### src/rtl/float_sample_dac_feeder.sv
// float_sample_dac_feeder
//
// Sequences IEEE-754 single-precision audio samples through the external
// float-to-int converter wrapper. The block saturates each 32-bit integer
// result to SAMPLE_WIDTH bits and buffers it in a small circular FIFO. The
// DAC side drains that FIFO one sample per request. The block sits between
// the effects datapath output and the codec serializer.
//
// Ports:
//   clock        system clock, rising edge
//   reset_n      asynchronous active-low reset
//   in_valid     float sample present on in_data
//   in_data      IEEE-754 single-precision sample
//   in_ready     sample accepted this cycle when in_valid is also high
//   conv_dataa   operand to converter (registered copy of accepted in_data)
//   conv_clk_en  one-cycle start pulse to converter
//   conv_result  signed 32-bit integer result from converter
//   conv_done    converter result valid (one-cycle pulse)
//   dac_req      DAC side requests one sample
//   dac_sample   last popped, saturated sample
//   dac_valid    one-cycle pulse when dac_sample was updated
//   fill_level   current FIFO occupancy
//   underrun     sticky: dac_req arrived while the FIFO was empty
//   timeout_err  sticky: converter never reported done
//   clear_err    clears both sticky flags (a same-cycle set wins)
module float_sample_dac_feeder #(
  parameter int SAMPLE_WIDTH = 16,
  parameter int FIFO_DEPTH   = 4,
  parameter int TIMEOUT      = 15
) (
  input  logic                                  clock,
  input  logic                                  reset_n,
  input  logic                                  in_valid,
  input  logic [31:0]                           in_data,
  output logic                                  in_ready,
  output logic [31:0]                           conv_dataa,
  output logic                                  conv_clk_en,
  input  logic [31:0]                           conv_result,
  input  logic                                  conv_done,
  input  logic                                  dac_req,
  output logic signed [SAMPLE_WIDTH-1:0]        dac_sample,
  output logic                                  dac_valid,
  output logic [$clog2(FIFO_DEPTH):0]           fill_level,
  output logic                                  underrun,
  output logic                                  timeout_err,
  input  logic                                  clear_err
);

  localparam int PTR_W = $clog2(FIFO_DEPTH);
  localparam int LVL_W = PTR_W + 1;

  localparam logic [1:0] S_IDLE  = 2'd0;
  localparam logic [1:0] S_ISSUE = 2'd1;
  localparam logic [1:0] S_WAIT  = 2'd2;

  localparam logic signed [31:0] SAT_MAX = (32'sd1 <<< (SAMPLE_WIDTH - 1)) - 32'sd1;
  localparam logic signed [31:0] SAT_MIN = -(32'sd1 <<< (SAMPLE_WIDTH - 1));

  // The timer counts completed WAIT cycles. The abort is taken on the cycle
  // where TIMEOUT-1 cycles have already elapsed, which is the TIMEOUT-th WAIT cycle.
  localparam logic [7:0] TMR_LAST = 8'(TIMEOUT - 1);

  function automatic logic signed [SAMPLE_WIDTH-1:0] sat_sample(input logic signed [31:0] v);
    logic signed [31:0] c;
    if (v > SAT_MAX)      c = SAT_MAX;
    else if (v < SAT_MIN) c = SAT_MIN;
    else                  c = v;
    return c[SAMPLE_WIDTH-1:0];
  endfunction

  logic [1:0]                     state;
  logic [7:0]                     timer;
  logic [PTR_W-1:0]               wr_ptr;
  logic [PTR_W-1:0]               rd_ptr;
  logic signed [SAMPLE_WIDTH-1:0] mem [FIFO_DEPTH];

  logic                           accept;
  logic                           push;
  logic                           pop;
  logic                           empty_req;
  logic                           abort;
  logic signed [SAMPLE_WIDTH-1:0] sat_p0;

  // A FIFO slot is reserved when a sample is accepted. Only one conversion is
  // ever in flight, so a push can never find the FIFO full.
  assign in_ready    = (state == S_IDLE) && (fill_level < LVL_W'(FIFO_DEPTH));
  assign accept      = in_valid && in_ready;
  assign conv_clk_en = (state == S_ISSUE);

  // conv_done is only meaningful while waiting; strays elsewhere are dropped.
  assign push      = (state == S_WAIT) && conv_done;
  assign abort     = (state == S_WAIT) && !conv_done && (timer == TMR_LAST);
  assign pop       = dac_req && (fill_level != '0);
  // No write-to-read bypass: an empty FIFO underruns even while a push lands.
  assign empty_req = dac_req && (fill_level == '0);
  assign sat_p0    = sat_sample($signed(conv_result));

  // Conversion sequencing
  always_ff @(posedge clock or negedge reset_n) begin
    if (!reset_n) begin
      state      <= S_IDLE;
      timer      <= '0;
      conv_dataa <= '0;
    end else begin
      case (state)
        S_IDLE: begin
          if (accept) begin
            conv_dataa <= in_data;
            state      <= S_ISSUE;
          end
        end
        S_ISSUE: begin
          timer <= '0;
          state <= S_WAIT;
        end
        S_WAIT: begin
          if (push || abort) state <= S_IDLE;
          else               timer <= timer + 8'd1;
        end
        default: state <= S_IDLE;
      endcase
    end
  end

  // Sample storage (data only, no reset needed)
  always_ff @(posedge clock) begin
    if (push) mem[wr_ptr] <= sat_p0;
  end

  // FIFO pointers, occupancy and output stage
  always_ff @(posedge clock or negedge reset_n) begin
    if (!reset_n) begin
      wr_ptr     <= '0;
      rd_ptr     <= '0;
      fill_level <= '0;
      dac_sample <= '0;
      dac_valid  <= 1'b0;
    end else begin
      if (push) wr_ptr <= wr_ptr + PTR_W'(1);
      if (pop) begin
        rd_ptr     <= rd_ptr + PTR_W'(1);
        dac_sample <= mem[rd_ptr];
      end
      dac_valid <= pop;
      case ({push, pop})
        2'b10:   fill_level <= fill_level + LVL_W'(1);
        2'b01:   fill_level <= fill_level - LVL_W'(1);
        default: fill_level <= fill_level;
      endcase
    end
  end

  // Sticky error flags; a set event outranks clear_err
  always_ff @(posedge clock or negedge reset_n) begin
    if (!reset_n) begin
      underrun    <= 1'b0;
      timeout_err <= 1'b0;
    end else begin
      if (empty_req)      underrun <= 1'b1;
      else if (clear_err) underrun <= 1'b0;
      if (abort)          timeout_err <= 1'b1;
      else if (clear_err) timeout_err <= 1'b0;
    end
  end

endmodule

### config.mk
export PLATFORM = sky130hd
export DESIGN_NAME = float_sample_dac_feeder
export DESIGN_NICKNAME = d
export VERILOG_FILES = /design/src/rtl/float_sample_dac_feeder.sv
export SDC_FILE = /design/constraint.sdc
export NUM_CORES = 1
export LEC_CHECK = 0
export CORE_UTILIZATION = 54
export DETAILED_ROUTE_END_ITERATION = 7
export PLACE_DENSITY = 0.85
export REMOVE_ABC_BUFFERS = 1
export SLEW_MARGIN = 40
export SYNTH_ARGS = -nofsm -noshare
export SYNTH_HDL_FRONTEND = slang
export SYNTH_SLANG_ARGS = --single-unit
### constraint.sdc
create_clock -name clock -period 5.6 [get_ports clock]
set_clock_uncertainty 0.05 [all_clocks]
set_input_delay 1.12 -clock clock [delete_from_list [all_inputs] [get_ports clock]]
set_output_delay 1.12 -clock clock [all_outputs]
set_load 0.03 [all_outputs]
======== Word-level counts from Yosys, hierarchy flattened ========
Memories as Yosys holds them, arrays and structs flattened. A register that Yosys moved wholly into a read port is not among the register bits.
Cells that the tools add are included.
W data, S select, Z words.
word-level totals
  latch bits .............................. 0
  flip-flop bits (word level) ............. 52
  memory bits (read-only) ................. 0
  output and inout port bits .............. 56
  bits in writable memories ............... 64
  input bits .............................. 70
  word-level logic and storage cells ...... 59
  memories kept ........................... 1
memory list
  memory  words  bits a word  read ports  clocked after Yosys merged registers in  wr ports  line  RTL
  mem     4      16           1           1                                        1         75    logic signed [SAMPLE_WIDTH-1:0] mem [FIFO_DEPTH];
cells by class
  shifts and indexed selects .............. 0
  divide/modulo/power cells ............... 0
  add/sub/neg operators ................... 5
  bitwise logic cells ..................... 0
  reductions and logical operators ........ 20
  $lt $le $gt $ge ......................... 3
  equal/unequal tests ..................... 8
  multiplexer cells ....................... 13
  multipliers ............................. 0
operators with widths
  operator                number
  $gt A32 B16 Y1 const B  1
  $lt A32 B16 Y1 const B  1
  $mux W16                2
  $pmux W8 S2             1
  $add A8 B1 Y8 const B   1
  $eq A8 B4 Y1 const B    1
  $mux W8                 1
  $reduce_bool A2 Y1      4
  $logic_and A1 B1 Y1     7
  $pmux W2 S3             1
  $pmux W3 S2             1
  $reduce_and A2 Y1       3
  $mux W1                 5
  $add A2 B1 Y2 const B   2
  $eq A2 B1 Y1 const B    2
  $eq A2 B2 Y1 const B    2
  $mux W2                 2
  $ne A2 B2 Y1 const B    2
  $add A3 B1 Y3 const B   1
  $logic_not A3 Y1        1
  $lt A3 B3 Y1 const B    1
  $reduce_bool A3 Y1      1
  $sub A3 B1 Y3 const B   1
  $logic_not A1 Y1        2
  other kinds (3)         3

======== Depth between registers and ports, before layout ========
  depth in word-level cells ............... 6
  gate-level depth with buffers ........... 10
  mapped depth without buffers ............ 9

======== Worst setup path after synthesis ========
OpenSTA, ideal clock, no wires.
  kind .................................... input to register
  from .................................... in dac_req
  to ...................................... reg fill_level[2]
  buffers on the path ..................... 1
  data arrival time ....................... 2.498 ns
  required time ........................... 5.469 ns
  library setup time ...................... 0.081 ns
  slack ................................... 2.971 ns
  stages on the path ...................... 9
  cells stage by stage .................... nand2b_1 -> inv_2 -> buf_4 -> ha_1 -> inv_1 -> fa_1 -> xor2_1 -> nor2_1 -> xor2_1
on the way
  cells in the longest elaborated chain, start to end .. 3
  elaborated cells between the ends (all ways) .. 5
  those cells by class .................... eq/ne (2); mux (1); reduce/logical (2)
ends and longest elaborated chain
  item                                                      line  RTL
  from (decl)                                               40    input logic dac_req,
  $logic_and A1 B1 Y1 *                                     93    assign pop = dac_req && (fill_level != '0);
  net pop                                                   79    logic pop;
  $eq A2 B1 Y1 / $eq A2 B2 Y1 (equally long branches)       145   case ({push, pop})
  $pmux W3 S2 / $reduce_bool A2 Y1 (equally long branches)  -
  to (signal assigned)                                      146   2'b10: fill_level <= fill_level + LVL_W'(1);
  to (signal assigned)                                      147   2'b01: fill_level <= fill_level - LVL_W'(1);
  to (signal assigned)                                      148   default: fill_level <= fill_level;
  to (decl)                                                 43    output logic [$clog2(FIFO_DEPTH):0] fill_level,
The timed path passes the listed nets; every way through them passes the cells marked *.
A chain may end at the register's enable or synchronous reset.

======== Worst setup path after layout ========
  from .................................... reg state[0]
  to ...................................... out conv_clk_en
on the way
  cells in the longest elaborated chain, start to end .. 1
ends and longest elaborated chain
  item                    line  RTL
  from (decl)             71    logic [1:0] state;
  from (signal assigned)  101   state <= S_IDLE;
  from (signal assigned)  109   state <= S_ISSUE;
  from (signal assigned)  114   state <= S_WAIT;
  $eq A2 B1 Y1            88    assign conv_clk_en = (state == S_ISSUE);
  to (decl)               37    output logic conv_clk_en,
No other way between the ends.

==> impl_summary.log <==
INFO  metric track_usage = 22.0%
INFO  metric drt_wl_total = 10.8 mm
INFO  metric placement.cell_area = 6860 um2
INFO  metric vias = 3206
INFO  metric die_area = 10600 um2
INFO  metric post_synth_inst_count = 312
INFO  metric critical_path.startpoint_type = flop
INFO  metric grt_setup_unrepaired = false
INFO  metric cp_slowest_stage_delay = 0.69 ns
INFO  metric cts_hold_repair.buffers = 0
INFO  metric power_leakage = 2.92 nW
INFO  metric clock_tree.root_cell = sky130_fd_sc_hd__clkbuf_8
INFO  metric power.density = 549 nW/um2
INFO  metric fp.coreArea = 9820 um2
INFO  metric clkPwrFrac = 24.7%
INFO  metric mostFrequentLayoutCells = sky130_fd_sc_hd__clkdlybuf4s50_1 (124), sky130_fd_sc_hd__dfrtp_1 (67), sky130_fd_sc_hd__edfxtp_1 (64)
INFO  metric fin_crit_sh = 58.8%
INFO  metric slew_headroom = 47.0%
INFO  metric netlist_area = 5500 um2
INFO  metric final_layout_size_suffix_gt1_share = 22.1%
INFO  metric cts-resized-gates = 0
INFO  metric crit_family = buffers and inverters
INFO  metric num_rows = 36
INFO  metric share_comb_of_total_power = 38.7%
INFO  metric clock_latency_on_the_worst_skew_pair = 0.53 ns
INFO  metric first_global_vias = 3303
INFO  metric vias_per_cell = 5.40
INFO  metric worst_hold_slack_across_all_endpoints = 0.457 ns
INFO  metric final_net_count = 526
INFO  metric antenna_found_initial = 0
INFO  metric drt_iter0_markers = 101
INFO  metric critical_path_peak_fanout = 7
INFO  metric hold_path.class = reg -> reg
INFO  metric port-buffer-count = 125
INFO  metric power.share.sequential = 36.5%
INFO  metric critical_path_class = reg -> out
INFO  metric dpl_wire_length = 7.15 mm
INFO  metric tightestPinTransition = 0.796 ns
INFO  metric top_level_ports = 126
INFO  metric synth_sequential_area_ratio = 65.9%
INFO  metric layout-area-overhead-vs-synth = 35.0%
INFO  metric gp_routability_congestion = 0.790
INFO  metric cts.repair_timing.setup_buffer_count = 0
INFO  metric met2_usage = 36.4%
INFO  metric pin_count_of_the_biggest_net_entering_global_routing = 46
INFO  metric wirelength_per_cell = 18.2 um
INFO  metric die_y = 103 um
INFO  metric grt_first_pass_wirelength = 16.4 mm
INFO  metric die_width = 103 um
INFO  metric critPathCaptureType = primary output
INFO  metric number_of_synthesized_flops_with_an_enable_pin = 64
INFO  metric cp_data_arrival_time = 2.12 ns
INFO  metric switching_power = 1.39 mW
INFO  metric postLayoutCellArea = 7420 um2
INFO  metric synth.yosys.warnings = 0
INFO  metric rrSetupSlack = 3.29 ns
INFO  metric grt_most_used_layer = met2
INFO  metric final_common_cell = sky130_fd_sc_hd__clkdlybuf4s50_1
INFO  metric cts.sink_count = 132
INFO  metric grt_util_met1 = 25.5%
INFO  metric internal_power = 2.68 mW
INFO  metric cap_viol_max_count = 0
INFO  metric diodes = 0
INFO  metric post_synth_cell_types = 41
INFO  metric total_area_of_multi_input_combinational_cells = 1730 um2
INFO  metric final_antenna_net_count = 0
INFO  metric cts-htree-levels = 4
INFO  metric synth-main-ff-cell = sky130_fd_sc_hd__dfrtp_1
INFO  metric hold_viol = 0
INFO  metric globalRoute.totalOverflow = 0
INFO  metric slew_violations = 0
INFO  metric initial_utilization = 56.0%
INFO  metric cp.required = 4.43 ns
INFO  metric crit_buf_inv = 2
INFO  metric cp_slowest_cell = sky130_fd_sc_hd__clkdlybuf4s50_1
INFO  metric grt_util_met3 = 8.14%
INFO  metric seqCellArea = 3620 um2
INFO  metric cts_inserted_buffers = 17
INFO  metric run_status = finished clean
INFO  metric switching_part_of_the_total_power = 34.1%
INFO  metric syn_area_per_cell = 17.6 um2
INFO  metric max-vdd-ir-drop = 304 uV
INFO  metric setup_viol_count_final = 0
INFO  metric cts_tree = yes
INFO  metric drt_drc_violations_left = 0
INFO  metric ys_ff_latch = 132
INFO  metric total_power = 4.07 mW
INFO  metric drtPass1Iterations = 4
INFO  metric total_negative_slack = 0 ns
INFO  metric synth_async_sr_flop_share = 51.5%
INFO  metric nFillCells = 589
INFO  metric period_minus_slack = 3.29 ns
INFO  metric f_max = 304 MHz
INFO  metric clockBufferDepth = 2
INFO  metric cp_cell_instances = nand2_1 > inv_1 > clkdlybuf4s50_1
INFO  metric clk_pin_slew = 0.06 ns
## kinds of logic after synthesis
family	Yosys count	synth area share, %
buffers and inverters	26	2.94
AO/OA/AOI/OAI	33	4.67
XOR/XNOR	7	1.12
AND/OR/NAND/NOR	41	4.44
adder cells (fa/ha/maj)	8	1.96
multiplexers	65	19.0
flip-flops	132	65.9
## cell type report
class	instances	share of cell area (%)
clock buffers	18	5.63
multi-input cells	154	23.3
flip-flops and latches	132	48.9
repair buffers	130	17.6
well taps	133	2.24
clock inverters	14	1.75
inverters	13	0.658
## metrics by stage
| step | setup WS, ns | utilization (%) | std cells |
|---|---|---|---|
| floorplan | 2.70 | - | 299 |
| global placement | 2.24 | 69.4 | 559 |
| detailed placement | 2.11 | 69.8 | 561 |
| CTS | 2.30 | 75.4 | 593 |
| global route | 2.21 | 75.6 | 594 |
| finish | 2.31 | 75.6 | 594 |
## synthesized netlist by cell type (3+ instances only)
library cell | number | area, um2
sky130_fd_sc_hd__nor4_1 | 6 | 37.5
sky130_fd_sc_hd__edfxtp_1 | 64 | 1920
sky130_fd_sc_hd__inv_1 | 12 | 45.0
sky130_fd_sc_hd__o21ai_0 | 6 | 30.0
sky130_fd_sc_hd__mux2_2 | 19 | 214
sky130_fd_sc_hd__mux2_4 | 29 | 435
sky130_fd_sc_hd__nand2_1 | 6 | 22.5
sky130_fd_sc_hd__mux4_1 | 6 | 158
sky130_fd_sc_hd__a21o_1 | 15 | 113
sky130_fd_sc_hd__buf_4 | 4 | 30.0
sky130_fd_sc_hd__and2_1 | 5 | 31.3
sky130_fd_sc_hd__mux4_2 | 10 | 225
sky130_fd_sc_hd__xor2_1 | 3 | 26.3
sky130_fd_sc_hd__nand3_1 | 5 | 25.0
sky130_fd_sc_hd__xnor2_1 | 4 | 35.0
sky130_fd_sc_hd__o211ai_1 | 3 | 22.5
sky130_fd_sc_hd__buf_6 | 4 | 45.0
sky130_fd_sc_hd__ha_1 | 7 | 87.6
sky130_fd_sc_hd__dfrtp_1 | 68 | 1700
sky130_fd_sc_hd__o31ai_1 | 3 | 22.5
sky130_fd_sc_hd__nand4_1 | 6 | 37.5
## path summary, 6_finish.rpt
check / cells after the start / to / startpoint
min: 1 / conv_dataa[28] / conv_dataa[28]
min reg2reg: 1 / conv_dataa[28] / conv_dataa[28]
max reg2reg: 6 / fill_level[1] / state[0]
min in group asynchronous: 2 / conv_dataa[29] / reset_n
max in group asynchronous: 3 / dac_sample[15] / reset_n
max: 3 / conv_clk_en / state[0]
## power groups by stage
stage | clock network, mW | registers [mW] | logic [mW]
after floorplan | 0 | 1.85 | 0.611
after global placement | 0 | 1.48 | 1.55
after detailed placement | 0 | 1.50 | 1.58
after CTS | 1.03 | 1.49 | 1.59
after global routing | 1.07 | 1.52 | 1.67
final | 1.01 | 1.49 | 1.58
## sequential cells by signal, indices dropped and copies added (netlist names)
name,count
mem,64
wr_ptr,2
conv_dataa,32
dac_valid,1
underrun,1
timer,8
fill_level,3
rd_ptr,2
state,2
dac_sample,16
timeout_err,1
## metal layers
layer,part of all wire [%],vias to the layer above,routed length (um)
met5,0,-,0
met4,2.2,0,234
met3,7.6,21,821
met2,49,120,5280
met1,41,1589,4460
li1,-,1476,-
## worst register-to-register path: stages (launching register included)
cell and delay [ns]:
sky130_fd_sc_hd__dfrtp_1 0.47, sky130_fd_sc_hd__nor3b_1 0.61, sky130_fd_sc_hd__inv_1 0.17, sky130_fd_sc_hd__ha_1 0.27, sky130_fd_sc_hd__inv_1 0.08, sky130_fd_sc_hd__fa_1 0.41, sky130_fd_sc_hd__mux2i_1 0.17
(Power assumes the default switching activity.)
==> RTL edit 1: new RTL, same settings <==
The parameter `SAMPLE_WIDTH` goes from 16 to 12.
--- a/src/rtl/float_sample_dac_feeder.sv
+++ b/src/rtl/float_sample_dac_feeder.sv
@@ -24,7 +24,7 @@
 //   timeout_err  sticky: converter never reported done
 //   clear_err    clears both sticky flags (a same-cycle set wins)
 module float_sample_dac_feeder #(
-  parameter int SAMPLE_WIDTH = 16,
+  parameter int SAMPLE_WIDTH = 12,
   parameter int FIFO_DEPTH   = 4,
   parameter int TIMEOUT      = 15
 ) (
Ports: changed (resized dac_sample); port bits go from 126 to 122. No check against the original RTL was run, so the function may have changed too.
==> RTL edit 1 against the unedited design <==
Combinational power decreased by 15%. Core utilization shrank 1.7 points. Sequential cell count down 20. Cell area is 18% lower. Area after synthesis is 16% lower. Maximum frequency increased by 4.9%. Synthesized cell count shrank 11%. Count of clock-buffer cells in the layout down 7. Critical path depth stayed put. Routed wire length decreased by 18%. Total power down 25%. Global-route usage fell by 0.96 points. Worst setup slack better by 150 ps. Largest cell class unchanged.
==> RTL edit 1: results <==
{
  "most_frequent_cells_after_synthesis": "64 x sky130_fd_sc_hd__dfrtp_1, 48 x sky130_fd_sc_hd__edfxtp_1, 44 x sky130_fd_sc_hd__mux2_2",
  "yosys.area_share.xor_xnor": 0.0171,
  "cts-buffers-inserted": 9,
  "max_stage_delay_ps": 710,
  "layout.non_clock_inverters": 12,
  "r2r-end": "fill_level[2]$_DFFE_PN0P_",
  "synth-adder-area-share": 0.0234,
  "grt_start_max_net_pins": 65,
  "drt_iter0_drc": 93,
  "netlist-cell-type-count": 40,
  "floorplan.rows": 33,
  "clk_latency_ps": 360,
  "placement.setup.worst_slack_ps": 2130,
  "synth.mux.area_fraction": 0.169,
  "layout.nonclk_buf_frac": 0.203,
  "worst_r2r_startpoint": "fill_level[2]$_DFFE_PN0P_",
  "setup.worst_path.start": "state[1]$_DFFE_PN0P_",
  "reg_top3": "mem (48), conv_dataa (32), dac_sample (12)",
  "post-dp-hpwl_um": 6340,
  "hold_ws_ps": 466,
  "status": "complete, no violations",
  "n_all_buffers": 124,
  "routabilityCongestion": 0.753,
  "postSynthAreaPerCell_um2": 16.5,
  "final_nets": 479,
  "nClkBuffers": 11,
  "total_placed_instance_area_mm2": 0.00587,
  "grt_pass1_vias": 2907,
  "clk_share": 0.0309,
  "seq-cell-share": 0.502,
  "total_leakage_power_nw": 2.36,
  "count_of_flip_flops_with_a_built_in_enable_after_synthesis": 48,
  "drive_gt1_frac": 0.202,
  "ff_to_ff_setup_slack_ps": 3150,
  "synthTopCellsByArea": "sky130_fd_sc_hd__dfrtp_1 35%, sky130_fd_sc_hd__edfxtp_1 31%, sky130_fd_sc_hd__mux2_2 11%, sky130_fd_sc_hd__mux4_2 5.9%, sky130_fd_sc_hd__ha_1 1.9%",
  "multi_input_comb_area_mm2": 0.00143,
  "crit_arrival_ps": 1970,
  "routed-via-count": 2712,
  "io_buffers": 121,
  "postSynthRegisterBits": 112
}
RTL edit 1: worst max-delay path by stage:
stage                                      to  cells past startpoint
floorplan           fill_level[2]$_DFFE_PN0P_                      8
global placement    fill_level[2]$_DFFE_PN0P_                      9
detailed placement  fill_level[2]$_DFFE_PN0P_                      9
CTS                               conv_clk_en                      3
global route                      conv_clk_en                      3
finish                            conv_clk_en                      3
RTL edit 1: power by group:
group          internal, W  total [W]  leakage (nW)  switching [W]
Clock             0.000190   0.000455         0.101       0.000265
Combinational     0.000666    0.00135          1.06       0.000685
Sequential         0.00109    0.00127          1.20       0.000174
RTL edit 1: routing by layer:
layer / wire (um) / GRT usage / up-vias
li1: - / - / 1281
met1: 3440 / 0.247 / 1364
met2: 4970 / 0.382 / 58
met3: 307 / 0.0388 / 9
met4: 116 / 0.0795 / 0
met5: 0 / 0 / -
==> RTL edit 2: new RTL, same flow settings <==
Made on the original files. Reset style: synchronous (`reset_n`), changed in 3 clocked blocks. Comments in the files are not updated.
--- a/src/rtl/float_sample_dac_feeder.sv
+++ b/src/rtl/float_sample_dac_feeder.sv
@@ -96,7 +96,7 @@
   assign sat_p0    = sat_sample($signed(conv_result));
 
   // Conversion sequencing
-  always_ff @(posedge clock or negedge reset_n) begin
+  always_ff @(posedge clock) begin
     if (!reset_n) begin
       state      <= S_IDLE;
       timer      <= '0;
@@ -128,7 +128,7 @@
   end
 
   // FIFO pointers, occupancy and output stage
-  always_ff @(posedge clock or negedge reset_n) begin
+  always_ff @(posedge clock) begin
     if (!reset_n) begin
       wr_ptr     <= '0;
       rd_ptr     <= '0;
@@ -151,7 +151,7 @@
   end
 
   // Sticky error flags; a set event outranks clear_err
-  always_ff @(posedge clock or negedge reset_n) begin
+  always_ff @(posedge clock) begin
     if (!reset_n) begin
       underrun    <= 1'b0;
       timeout_err <= 1'b0;
Formal check against the unedited RTL: differs if reset_n is asserted again (counterexample within 4 cycles, from zero or initial values and one cycle with reset_n low); with reset_n held inactive, the same outputs for 10 cycles.
==> RTL edit 2 against the unedited design <==
Area after synthesis shrank 3.1%. Register-to-register slack lost 900 ps. Final cell count grew 18%. Critical path depth grew 6. Routed wire length grew 14%. Worst setup slack lost 430 ps. Cell area shrank 1.6%. Sequential cell count is the same. Core utilization grew 2.0 points. Die area shrank 3.0%. Critical path type is now primary input to register. Critical endpoint is now fill_level[2]$_SDFFE_PN0P_. Highest routed layer unchanged.
Power is not compared: it rests on default switching activity, and its combinational part moved more than twofold at a synthesized area within 25%.
==> RTL edit 2: results <==
{
  "status": "complete, no violations",
  "io_buffers": 125,
  "drt_iter0_drc": 181,
  "total_leakage_power_nw": 2.53,
  "post_drt_wl_per_cell_um": 17.6,
  "synth_ff_type": "sky130_fd_sc_hd__dfxtp_1",
  "total_placed_instance_area_mm2": 0.00664,
  "synth.mux.area_fraction": 0.0714,
  "async_reset_ff_frac": 0,
  "antenna_left": 0,
  "netlist-cell-type-count": 39,
  "cts-buffers-inserted": 17,
  "final_nets": 635,
  "vias_per_cell": 5.43,
  "total_grt_usage": 0.251,
  "max_stage_delay_ps": 710,
  "crit_arrival_ps": 4120,
  "wire_length_of_the_first_global_routing_pass_um": 18700,
  "routabilityCongestion": 0.789,
  "postSynthAreaPerCell_um2": 12.2,
  "grt_pass1_vias": 3866,
  "grt_start_max_net_pins": 64,
  "synthTopCellsByArea": "sky130_fd_sc_hd__edfxtp_1 36%, sky130_fd_sc_hd__dfxtp_1 26%, sky130_fd_sc_hd__nand2_1 7.3%, sky130_fd_sc_hd__mux4_2 6.8%, sky130_fd_sc_hd__a21boi_0 6.3%",
  "met2_length_um": 6160,
  "clk_latency_ps": 520,
  "fill_cells": 577,
  "ctsHtreeMaxLevel": 4,
  "cts_post_setup_buffers_inserted": 0,
  "wl_met3_um": 1030,
  "cpLargestDelayFamily": "buffers and inverters",
  "placedCellCount": 667,
  "most_frequent_cells_after_synthesis": "104 x sky130_fd_sc_hd__nand2_1, 68 x sky130_fd_sc_hd__dfxtp_1, 64 x sky130_fd_sc_hd__edfxtp_1",
  "clk_transition_reported_paths_ps": 60,
  "cts_buffer_depth": 2,
  "synth-adder-area-share": 0.0202,
  "critPathMaxFanout": 20,
  "timing.slew.headroom": 0.472,
  "placement.setup.worst_slack_ps": 1360,
  "synth-compound-area-share": 0.112,
  "drive_gt1_frac": 0.109,
  "critical_path.slowest_cell": "sky130_fd_sc_hd__inv_1",
  "post-dp-hpwl_um": 7410,
  "yosys.area_share.xor_xnor": 0.0181,
  "routedLengthMet1_um": 4790,
  "postCtsHoldBufs": 0,
  "routed-via-count": 3797,
  "synth_sequential_area_ratio": 0.616
}
[RTL edit 2: cells by family after synthesis]
kind of cell | after synthesis
simple gates | 153
xor+xnor | 11
flops | 132
mux | 18
compound gates | 76
buf+inv | 39
fa+ha+maj | 8
[RTL edit 2: per-stage QoR]
step	util	hold WS [ps]
finish	0.776	403
global route	0.776	420
CTS	0.775	403
detailed placement	0.706	396
global placement	0.705	390
floorplan	-	471
[RTL edit 2: power breakdown]
| part | total, W | internal (W) | switching, W |
|---|---|---|---|
| Clock | 0.00122 | 0.000813 | 0.000406 |
| Combinational | 0.000322 | 0.000149 | 0.000172 |
| Sequential | 0.00107 | 0.00105 | 0.0000214 |
[RTL edit 2: metal layers]
metal / up-vias / track usage
met1: 1787 / 0.292
met4: 0 / 0.135
met3: 27 / 0.0642
li1: 1777 / -
met2: 206 / 0.427
met5: - / 0
[RTL edit 2: final timing paths]
path	start	endpoint	slack [ps]	depth (start not counted)
min reg2reg	conv_dataa[25]$_SDFFE_PN0P_	conv_dataa[25]$_SDFFE_PN0P_	400	2
min	conv_dataa[25]$_SDFFE_PN0P_	conv_dataa[25]$_SDFFE_PN0P_	400	2
max	dac_req	fill_level[2]$_SDFFE_PN0P_	1880	9
max reg2reg	fill_level[2]$_SDFFE_PN0P_	fill_level[2]$_SDFFE_PN0P_	2390	9
[RTL edit 2: area by class of cell]
class	instances	area share
flip-flops and latches	132	0.450
clock buffers	19	0.0577
repair buffers	128	0.174
inverters	12	0.00617
multi-input cells	266	0.258
well taps	129	0.0221
clock inverters	13	0.0317
[RTL edit 2: worst register-to-register path: cells and delay by family (launching register included)]
family          cells  cell delay, ps
fa+ha+maj           2             690
xor+xnor            1             150
flops               1             410
simple gates        3             890
compound gates      1             170
buf+inv             2             780
